$ cat config.mk
export PLATFORM = sky130hd
export DESIGN_NAME = tea_wb_host_if
export DESIGN_NICKNAME = d
export VERILOG_FILES = /design/src/rtl/tea_wb_pkg.sv /design/src/rtl/tea_wb_slave.sv /design/src/rtl/tea_wb_host_if.sv
export SDC_FILE = /design/constraint.sdc
export NUM_CORES = 1
export LEC_CHECK = 0
export ABC_AREA = 1
export ABC_CLOCK_PERIOD_IN_PS = 50000
export CELL_PAD_IN_SITES_DETAIL_PLACEMENT = 1
export CELL_PAD_IN_SITES_GLOBAL_PLACEMENT = 1
export CORE_MARGIN = 8
export CORE_UTILIZATION = 43
export DETAILED_ROUTE_END_ITERATION = 7
export GPL_TIMING_DRIVEN = 0
export PLACE_DENSITY_LB_ADDON = 0.1
export SKIP_CTS_REPAIR_TIMING = 1
export SKIP_LAST_GASP = 1
export SLEW_MARGIN = 10
export SYNTH_ARGS = -nofsm -noshare
export SYNTH_HDL_FRONTEND = slang
export SYNTH_SLANG_ARGS = --single-unit
$ cat constraint.sdc
create_clock -name clk -period 50 [get_ports clk]
set_input_delay 15 -clock clk [delete_from_list [all_inputs] [get_ports clk]]
set_output_delay 15 -clock clk [all_outputs]
set_load 0.1 [all_outputs]
$ cat src/rtl/tea_wb_pkg.sv
// Shared register map, bit positions, FSM states and payload structs for the
// TEA Wishbone host interface.
package tea_wb_pkg;

    localparam int unsigned REG_V0     = 0;
    localparam int unsigned REG_V1     = 1;
    localparam int unsigned REG_KEY0   = 2;
    localparam int unsigned REG_KEY1   = 3;
    localparam int unsigned REG_KEY2   = 4;
    localparam int unsigned REG_KEY3   = 5;
    localparam int unsigned REG_CTRL   = 6;
    localparam int unsigned REG_STATUS = 7;
    localparam int unsigned REG_OUT0   = 8;
    localparam int unsigned REG_OUT1   = 9;
    localparam int unsigned REG_CYCLES = 10;

    // Only indices up to STATUS accept writes.
    localparam int unsigned WR_NUM = REG_STATUS + 1;

    localparam int unsigned CTRL_START  = 0;
    localparam int unsigned CTRL_MODE   = 1;
    localparam int unsigned CTRL_IRQ_EN = 2;

    localparam int unsigned ST_BUSY     = 0;
    localparam int unsigned ST_DONE     = 1;
    localparam int unsigned ST_TIMEOUT  = 2;
    localparam int unsigned ST_ZERO_ERR = 3;

    typedef enum logic [1:0] {
        IDLE,
        ARM,
        WAIT_DONE,
        CAPTURE
    } tea_state_e;

    typedef struct packed {
        logic [31:0] v0;
        logic [31:0] v1;
        logic [31:0] key0;
        logic [31:0] key1;
        logic [31:0] key2;
        logic [31:0] key3;
    } tea_opnd_t;

    typedef struct packed {
        logic [31:0] v0;
        logic [31:0] v1;
        logic [31:0] key0;
        logic [31:0] key1;
        logic [31:0] key2;
        logic [31:0] key3;
        logic [31:0] ctrl;
        logic [31:0] status;
        logic [31:0] out0;
        logic [31:0] out1;
        logic [31:0] cycles;
    } tea_regs_t;

    // The cores never launch on a zero operand word.
    function automatic logic opnd_has_zero(input tea_opnd_t o);
        return (o.v0 == '0) || (o.v1 == '0) || (o.key0 == '0) ||
               (o.key1 == '0) || (o.key2 == '0) || (o.key3 == '0);
    endfunction

endpackage

$ cat src/rtl/tea_wb_slave.sv
// Wishbone classic slave: one-wait-state registered ack, address decode into
// write strobes, and registered readback of the register view.
module tea_wb_slave
    import tea_wb_pkg::*;
#(
    parameter int unsigned ADR_W = 4
) (
    input  logic              clk,
    input  logic              wb_rst_i,
    input  logic              wb_cyc_i,
    input  logic              wb_stb_i,
    input  logic              wb_we_i,
    input  logic [ADR_W+1:0]  wb_adr_i,
    input  logic [31:0]       wb_dat_i,
    input  tea_regs_t         regs,
    output logic [31:0]       wb_dat_o,
    output logic              wb_ack_o,
    output logic [WR_NUM-1:0] wr_sel_c,
    output logic [31:0]       wr_data_c
);

    logic             req_c;
    logic [ADR_W-1:0] idx_c;
    logic [31:0]      rd_c;
    logic             unused_adr;

    assign req_c      = wb_cyc_i & wb_stb_i & ~wb_ack_o;
    assign idx_c      = wb_adr_i[ADR_W+1:2];
    assign unused_adr = ^wb_adr_i[1:0];
    assign wr_data_c  = wb_dat_i;

    // Write strobes fire on the edge that raises ack.
    always_comb begin
        wr_sel_c = '0;
        for (int unsigned i = 0; i < WR_NUM; i++) begin
            if (req_c && wb_we_i && (idx_c == ADR_W'(i))) begin
                wr_sel_c[i] = 1'b1;
            end
        end
    end

    always_comb begin
        rd_c = '0;
        case (idx_c)
            ADR_W'(REG_V0):     rd_c = regs.v0;
            ADR_W'(REG_V1):     rd_c = regs.v1;
            ADR_W'(REG_KEY0):   rd_c = regs.key0;
            ADR_W'(REG_KEY1):   rd_c = regs.key1;
            ADR_W'(REG_KEY2):   rd_c = regs.key2;
            ADR_W'(REG_KEY3):   rd_c = regs.key3;
            ADR_W'(REG_CTRL):   rd_c = regs.ctrl;
            ADR_W'(REG_STATUS): rd_c = regs.status;
            ADR_W'(REG_OUT0):   rd_c = regs.out0;
            ADR_W'(REG_OUT1):   rd_c = regs.out1;
            ADR_W'(REG_CYCLES): rd_c = regs.cycles;
            default:            rd_c = '0;
        endcase
    end

    always_ff @(posedge clk or posedge wb_rst_i) begin
        if (wb_rst_i) begin
            wb_ack_o <= 1'b0;
            wb_dat_o <= '0;
        end else begin
            wb_ack_o <= req_c;
            wb_dat_o <= (req_c && !wb_we_i) ? rd_c : '0;
        end
    end

endmodule

$ cat src/rtl/tea_wb_host_if.sv
// Register front-end for the paired TEA cores: loads operands, runs one
// operation per START, captures results. TEA_WB_IRQ_EN adds irq_o.
module tea_wb_host_if
    import tea_wb_pkg::*;
#(
    parameter int unsigned TIMEOUT_CYCLES = 255,
    parameter int unsigned ADR_W          = 4
) (
    input  logic             clk,
    input  logic             wb_rst_i,
    input  logic             wb_cyc_i,
    input  logic             wb_stb_i,
    input  logic             wb_we_i,
    input  logic [ADR_W+1:0] wb_adr_i,
    input  logic [31:0]      wb_dat_i,
    output logic [31:0]      wb_dat_o,
    output logic             wb_ack_o,
    output logic [31:0]      rega,
    output logic [31:0]      regb,
    output logic [31:0]      key0,
    output logic [31:0]      key1,
    output logic [31:0]      key2,
    output logic [31:0]      key3,
    input  logic [31:0]      v0eout,
    input  logic [31:0]      v1eout,
    input  logic [31:0]      v0dout,
    input  logic [31:0]      v1dout,
    input  logic             done_enc,
    input  logic             done_dec
`ifdef TEA_WB_IRQ_EN
    ,
    output logic             irq_o
`endif
);

    localparam int unsigned CNT_W = $clog2(TIMEOUT_CYCLES + 1);

    tea_state_e        state_q, state_n;
    tea_opnd_t         opnd_q, opnd_n;
    tea_opnd_t         drv_q, drv_n;
    logic              mode_q, mode_n;
    logic              op_mode_q, op_mode_n;
    logic              done_q, done_n;
    logic              timeout_q, timeout_n;
    logic              zero_err_q, zero_err_n;
    logic [31:0]       out0_q, out0_n;
    logic [31:0]       out1_q, out1_n;
    logic [31:0]       cycles_q, cycles_n;
    logic [CNT_W-1:0]  cnt_q, cnt_n;
    logic              irq_en_c;

    tea_regs_t         regs;
    logic [WR_NUM-1:0] wr_sel_c;
    logic [31:0]       wr_data_c;
    logic              busy_c;
    logic              start_c;
    logic              sel_done_c;

`ifdef TEA_WB_IRQ_EN
    logic irq_en_q, irq_en_n;
    logic irq_q, irq_n;
    assign irq_en_c = irq_en_q;
    assign irq_o    = irq_q;
`else
    assign irq_en_c = 1'b0;
`endif

    tea_wb_slave #(
        .ADR_W (ADR_W)
    ) u_slave (
        .clk       (clk),
        .wb_rst_i  (wb_rst_i),
        .wb_cyc_i  (wb_cyc_i),
        .wb_stb_i  (wb_stb_i),
        .wb_we_i   (wb_we_i),
        .wb_adr_i  (wb_adr_i),
        .wb_dat_i  (wb_dat_i),
        .regs      (regs),
        .wb_dat_o  (wb_dat_o),
        .wb_ack_o  (wb_ack_o),
        .wr_sel_c  (wr_sel_c),
        .wr_data_c (wr_data_c)
    );

    assign busy_c     = (state_q != IDLE);
    assign start_c    = wr_sel_c[REG_CTRL] & wr_data_c[CTRL_START];
    assign sel_done_c = op_mode_q ? done_dec : done_enc;

    assign regs = '{
        v0:     opnd_q.v0,
        v1:     opnd_q.v1,
        key0:   opnd_q.key0,
        key1:   opnd_q.key1,
        key2:   opnd_q.key2,
        key3:   opnd_q.key3,
        ctrl:   {29'd0, irq_en_c, mode_q, 1'b0},
        status: {28'd0, zero_err_q, timeout_q, done_q, busy_c},
        out0:   out0_q,
        out1:   out1_q,
        cycles: cycles_q
    };

    assign rega = drv_q.v0;
    assign regb = drv_q.v1;
    assign key0 = drv_q.key0;
    assign key1 = drv_q.key1;
    assign key2 = drv_q.key2;
    assign key3 = drv_q.key3;

    // Next-state, register-file and status logic.
    always_comb begin
        state_n    = state_q;
        opnd_n     = opnd_q;
        drv_n      = drv_q;
        mode_n     = mode_q;
        op_mode_n  = op_mode_q;
        done_n     = done_q;
        timeout_n  = timeout_q;
        zero_err_n = zero_err_q;
        out0_n     = out0_q;
        out1_n     = out1_q;
        cycles_n   = cycles_q;
        cnt_n      = cnt_q;
`ifdef TEA_WB_IRQ_EN
        irq_en_n   = irq_en_q;
        irq_n      = 1'b0;
`endif

        if (!busy_c) begin
            if (wr_sel_c[REG_V0])   opnd_n.v0   = wr_data_c;
            if (wr_sel_c[REG_V1])   opnd_n.v1   = wr_data_c;
            if (wr_sel_c[REG_KEY0]) opnd_n.key0 = wr_data_c;
            if (wr_sel_c[REG_KEY1]) opnd_n.key1 = wr_data_c;
            if (wr_sel_c[REG_KEY2]) opnd_n.key2 = wr_data_c;
            if (wr_sel_c[REG_KEY3]) opnd_n.key3 = wr_data_c;
        end

        if (wr_sel_c[REG_CTRL]) begin
            mode_n = wr_data_c[CTRL_MODE];
`ifdef TEA_WB_IRQ_EN
            irq_en_n = wr_data_c[CTRL_IRQ_EN];
`endif
        end

        // W1C first, so FSM sets below win in the same cycle.
        if (wr_sel_c[REG_STATUS]) begin
            if (wr_data_c[ST_DONE])     done_n     = 1'b0;
            if (wr_data_c[ST_TIMEOUT])  timeout_n  = 1'b0;
            if (wr_data_c[ST_ZERO_ERR]) zero_err_n = 1'b0;
        end

        case (state_q)
            IDLE: begin
                drv_n = '0;
                if (start_c) begin
                    if (opnd_has_zero(opnd_q)) begin
                        zero_err_n = 1'b1;
                    end else begin
                        done_n    = 1'b0;
                        timeout_n = 1'b0;
                        op_mode_n = wr_data_c[CTRL_MODE];
                        state_n   = ARM;
                    end
                end
            end
            ARM: begin
                drv_n   = opnd_q;
                cnt_n   = '0;
                state_n = WAIT_DONE;
            end
            WAIT_DONE: begin
                cnt_n = cnt_q + CNT_W'(1);
                if (sel_done_c) begin
                    drv_n   = '0;
                    state_n = CAPTURE;
                end else if (cnt_q == CNT_W'(TIMEOUT_CYCLES - 1)) begin
                    timeout_n = 1'b1;
                    drv_n     = '0;
                    state_n   = IDLE;
                end
            end
            CAPTURE: begin
                out0_n   = op_mode_q ? v0dout : v0eout;
                out1_n   = op_mode_q ? v1dout : v1eout;
                done_n   = 1'b1;
                cycles_n = 32'(cnt_q);
                drv_n    = '0;
                state_n  = IDLE;
            end
            default: begin
                drv_n   = '0;
                state_n = IDLE;
            end
        endcase

`ifdef TEA_WB_IRQ_EN
        irq_n = irq_en_n & (done_n | timeout_n);
`endif
    end

    always_ff @(posedge clk or posedge wb_rst_i) begin
        if (wb_rst_i) begin
            state_q    <= IDLE;
            opnd_q     <= '0;
            drv_q      <= '0;
            mode_q     <= 1'b0;
            op_mode_q  <= 1'b0;
            done_q     <= 1'b0;
            timeout_q  <= 1'b0;
            zero_err_q <= 1'b0;
            out0_q     <= '0;
            out1_q     <= '0;
            cycles_q   <= '0;
            cnt_q      <= '0;
`ifdef TEA_WB_IRQ_EN
            irq_en_q   <= 1'b0;
            irq_q      <= 1'b0;
`endif
        end else begin
            state_q    <= state_n;
            opnd_q     <= opnd_n;
            drv_q      <= drv_n;
            mode_q     <= mode_n;
            op_mode_q  <= op_mode_n;
            done_q     <= done_n;
            timeout_q  <= timeout_n;
            zero_err_q <= zero_err_n;
            out0_q     <= out0_n;
            out1_q     <= out1_n;
            cycles_q   <= cycles_n;
            cnt_q      <= cnt_n;
`ifdef TEA_WB_IRQ_EN
            irq_en_q   <= irq_en_n;
            irq_q      <= irq_n;
`endif
        end
    end

endmodule
# Yosys cells after proc, flatten, opt, wreduce, memory -nomap -nowiden
# Cells that the tools add are included.
# classes
n_eq_ne,17
bitwise,6
addsub,1
n_reduce_logical,35
muxes,39
# op_table
op,count
case mux 192 bit (3 select lines),1
2-to-1 mux 192 bit,2
case mux 32 bit (11 select lines),1
logical NOT 32 bit,6
2-to-1 mux 32 bit,3
2-to-1 mux 1 bit,24
equality test 4 x 3 -> 1 bit (second input constant),4
case mux 8 bit (2 select lines),1
equality test 4 bit (second input constant),3
AND reduction 2 bit,6
logical AND 1 bit,10
adder 8 x 1 -> 8 bit (second input constant),1
equality test 4 x 2 -> 1 bit (second input constant),2
equality test 8 bit (second input constant),1
2-to-1 mux 2 bit,4
case mux 2 bit (4 select lines),1
AND reduction 3 bit,2
logical OR 1 bit,5
equality test 2 bit (second input constant),2
equality test 4 x 1 -> 1 bit (second input constant),1
logical NOT 4 bit,1
!= test 2 bit (second input constant),2
case mux 1 bit (2 select lines),2
nonzero test 2 bit,2
other kinds (7),11
# word_totals
in_bits,173
reg_bits,504
word_cells,122
output_inout_bits,225

# Depth between registers and ports, before layout
# logic_depth
depth_word,9
mapped_depth,13
ltp_nobuf,13

# By module
# From an unflattened synthesis, not the netlist that was laid out.
# hier_totals
cells_unflattened,3127
hier_area_um2,24154.4
# modules_own_cells
module,cells_per_inst,n_inst,seq_area_each_um2,area_each_um2
tea_wb_host_if,2168,1,11786.3,19378.6
tea_wb_slave,959,1,825.8,4775.8

# Worst setup path before layout
# Ideal clock, no wire load.
# synth_timing
path_kind,input port to flip-flop
from,input wb_cyc_i
to,register opnd_q[10] in the netlist's numbering
stages,10
setup_time_ns,0.123
t_arrival_ns,15.964
t_required_ns,49.877
n_path_buf,1
slack_ns,33.913
cell_sequence,nand2_1 -> nor2_2 -> inv_2 -> nor2_2 -> inv_2 -> nor2_8 -> nand2_4 -> buf_2 -> nand2_1 -> o21ai_1
# synth_via
elab_chain_cells,6
# synth_rtl
element,line_no,rtl
start: declaration,tea_wb_host_if.sv:11,"input logic wb_cyc_i,"
bitwise AND 1 bit (2 in series),tea_wb_slave.sv:27,assign req_c = wb_cyc_i & wb_stb_i & ~wb_ack_o;
net u_slave.req_c,tea_wb_slave.sv:22,logic req_c;
logical AND 1 bit (2 in series),tea_wb_slave.sv:36,if (req_c && wb_we_i && (idx_c == ADR_W'(i))) begin
2-to-1 mux 1 bit,tea_wb_slave.sv:36,
AND reduction 2 bit (no source line),--,
end signal: assignment,tea_wb_host_if.sv:221,opnd_q <= opnd_n;
end: declaration,tea_wb_host_if.sv:39,"tea_opnd_t opnd_q, opnd_n;"
# The timed path passes the listed nets, and every way through them passes these cells.
# A chain may end at the register's enable or synchronous reset.

# Worst setup path after layout
# layout_timing
from,"register drv_q, in the netlist key1[12]"
to,output key1[12]
# layout_rtl
element,line_no,rtl
start: declaration,tea_wb_host_if.sv:40,"tea_opnd_t drv_q, drv_n;"
start signal: assignment,tea_wb_host_if.sv:222,drv_q <= drv_n;
end: declaration,tea_wb_host_if.sv:21,"output logic [31:0] key1,"
# No word-level cell between the ends.

==> summary.txt <==
Status
  • Status: finished, final reports clean

Placement
  • GPL Wtd Cong: ~0.95
  • Placed Cells: roughly 3.7k
  • Dpl ws: ~32 ns
  • Port buffer count: about 400
  • Placed cell area: about 27,000 um^2
  • Final HPWL DP: between 80,000 and 90,000 um

Floorplanning
  • Starting Density: 0.436
  • Die width: about 240 um
  • CORE AREA: slightly above 50,000 um^2
  • Die area: 59,600 um^2
  • FP Rows: 83
  • I/O pins: approximately 400
  • Chip height: approximately 240 um

Route
  • Routed len/inst: around 28 um
  • Post-route ant nets: 0
  • Met2 WL post-DR: between 40,000 and 50,000 um
  • Vias: around 22k
  • First-pass DRT Iterations: 5
  • Post-DR vias/cell: between 5 and 6
  • Highest metal used: met4
  • Met3 wire length: 8110 um
  • DRC: 0
  • WL final: roughly 110,000 um
  • Drt first-iter violations: between 2k and 2.5k
  • Post-Route M1 WL: 42,200 um

Clock tree
  • Worst-Skew Late Latency: just over 0.6 ns
  • Clock buffer depth: 3
  • Root buf cell: clkbuf_16
  • CTS tree: yes
  • Worst-path clk slew: about 0.060 ns
  • CTS Buf Count: 54
  • Num Clock Sinks: between 500 and 600
  • H-tree depth: 2

Worst setup path
  • Endpoint class of the critical path: output port
  • Worst EP required: 35.00 ns
  • CP cell instances: clkdlybuf4s50_1
  • Critical path's top delay family: buffers and inverters
  • Crit-path slowest cell: clkdlybuf4s50_1
  • Setup crit start kind: register
  • Worst path bufs/invs: 1
  • Crit path largest cell delay: 1.19 ns
  • Critical path class: reg -> out
  • WP data arrival: 2.23 ns
  • Worst-path fanout max: 2
  • Reg-to-reg slack, setup: roughly 47 ns

Power
  • PwrDens: between 40 and 50 nW/um^2
  • Leakage dissipation: 0.0139 uW
  • Worst VDD drop: approximately 29 uV

Job
  • # Max-Cap Violations: 0

Timing
  • Fin. Hold Viols: 0
  • Final Setup Violations: 0
  • Achievable Freq: between 50 and 60 MHz
  • Measured slew at the worst slew-check pin: approximately 1.2 ns
  • Tcrit/Tclk final: 0.345
  • Min cycle time layout: between 15 and 20 ns
  • Worst Clk Skew: 0.0268 ns
  • Hold_ws: ~0.47 ns
  • Slew HR: 0.228
  • RSZ-0062 raised after global routing: false
  • Setup ws final: ~33 ns
  • Setup TNS: 0 ns
  • Max Slew Vio Count: 0

Logic synthesis
  • Yosys reg bits: slightly above 500
  • Post-synthesis cell area: 22,400 um^2
  • Post-Synthesis Cells: ~2.6k
  • EDFF count, synth: 0
  • Yosys warning count: 0
  • Sequential cell area fraction in the yosys report: 0.563
  • Distinct cell type count after synthesis: 47
  • Mean Syn Cell Area: 8.71 um^2
  • Ys async rst share: 1.00
  • Post-synth top flop: dfrtp_1
  • Post-Syn Nets: 2,751

Finish
  • Final Non-Filler Cells: ~3.8k
  • Design Area, Final: around 29,000 um^2
  • Layout cell share with drive strength beyond 1: 0.0759
  • Fin nets: approximately 3.2k
  • Area delta synth->final: 30.8%

Global route
  • Number of global-route vias before repair: around 24k
  • First-pass GRT wire length: between 150,000 and 200,000 um
  • Largest net degree at the start of global routing: ~100
  • Initial antenna violation count: 4
  • GRT Util Overall: 0.347
  • Grt total ovfl: 0

Hold path
  • HP Class: reg -> reg
==> area by class of cell <==
class / count / area (um^2)
Buffer: 168 / 901
Antenna cell: 3 / 7.51
Clock buffer: 72 / 1570
Tap cell: 680 / 851
Clock inverter: 25 / 365
Sequential cell: 504 / 12600
Timing Repair Buffer: 400 / 4090
Inverter: 187 / 727
Fill cell: 5969 / 22100
Multi-Input combinational cell: 1713 / 8160
==> layer usage <==
metal | track usage | up-vias
met3 | 0.0644 | 276
met1 | 0.447 | 11300
met4 | 0.180 | 0
met2 | 0.556 | 1057
li1 | - | 9532
met5 | 0 | -
==> synth_stat cells, types with 4 or more instances <==
cell	count	area (um^2)
inv_1	174	653
clkbuf_2	4	20.0
nand3_1	405	2030
a41oi_1	6	52.6
a221oi_1	29	254
nand2_4	13	146
dfrtp_1	504	12600
a211oi_1	5	37.5
nor4_1	5	31.3
o21ai_0	158	791
ha_1	6	75.1
buf_6	18	203
a31oi_1	28	175
nand4_1	10	62.6
nor2_1	201	754
buf_4	12	90.1
buf_1	22	82.6
o21ai_1	103	515
a21oi_1	31	155
clkbuf_1	56	210
nand2_1	592	2220
inv_2	8	30.0
buf_2	55	275
o22ai_1	77	482
nor2_4	6	67.6
nor3_1	9	45.0
==> cell usage in the layout (no fill, tap or decap), types with 8 or more instances in the layout <==
cell type,n
dfrtp_1,504
o21ai_0,158
a31oi_1,28
inv_2,8
buf_4,12
bufinv_16,9
o21ai_1,103
clkinv_2,11
clkbuf_8,13
inv_1,173
buf_2,55
nand4_1,10
a221oi_1,29
clkdlybuf4s50_1,395
nor2_1,201
nand2_1,592
nand2_4,13
nand3_1,405
buf_1,22
nor3_1,9
buf_6,18
clkbuf_1,60
clkbuf_16,55
a21oi_1,31
o22ai_1,77
==> worst paths after layout <==
check | end | startpoint | cells after the start
min | u_slave.wb_ack_o | u_slave.wb_ack_o | 1
max in group asynchronous | key0[12] | wb_rst_i | 5
max reg2reg | key3[6] | op_mode_q | 7
max | key1[12] | key1[12] | 1
min reg2reg | u_slave.wb_ack_o | u_slave.wb_ack_o | 1
min in group asynchronous | key2[19] | wb_rst_i | 2
==> kinds of logic after synthesis <==
family / after synthesis / share of synthesized area
XOR/XNOR: 1 / 0.000391
multiplexers: 1 / 0.000447
AND/OR/NAND/NOR: 1255 / 0.244
buffers and inverters: 355 / 0.0724
AO/OA/AOI/OAI: 450 / 0.116
flip-flops: 504 / 0.563
adder cells (fa/ha/maj): 6 / 0.00335
==> stage by stage <==
stage / util / power [uW]
after detailed placement: 0.532 / 964
after global placement: 0.529 / 948
after global routing: 0.570 / 1450
after CTS: 0.570 / 1400
final: 0.570 / 1410
after floorplan: - / 798
==> state kept, by name (all words and copies together) (netlist names) <==
signal and count:
state_q 2, out0_q 32, op_mode_q 1, zero_err_q 1, u_slave.wb_dat_o 32, key1 32, rega 32, key3 32
timeout_q 1, key2 32, key0 32, cnt_q 8, done_q 1, u_slave.wb_ack_o 1, out1_q 32, mode_q 1
regb 32, cycles_q 8, opnd_q 192
==> power by group <==
group	switching [uW]	leakage [uW]	internal [uW]	total [uW]
clock network	176	0.000956	266	442
registers	66.3	0.00681	475	541
logic	317	0.00609	110	426
total	559	0.0139	850	1410
Note: power is estimated with default switching activity, not from simulation.
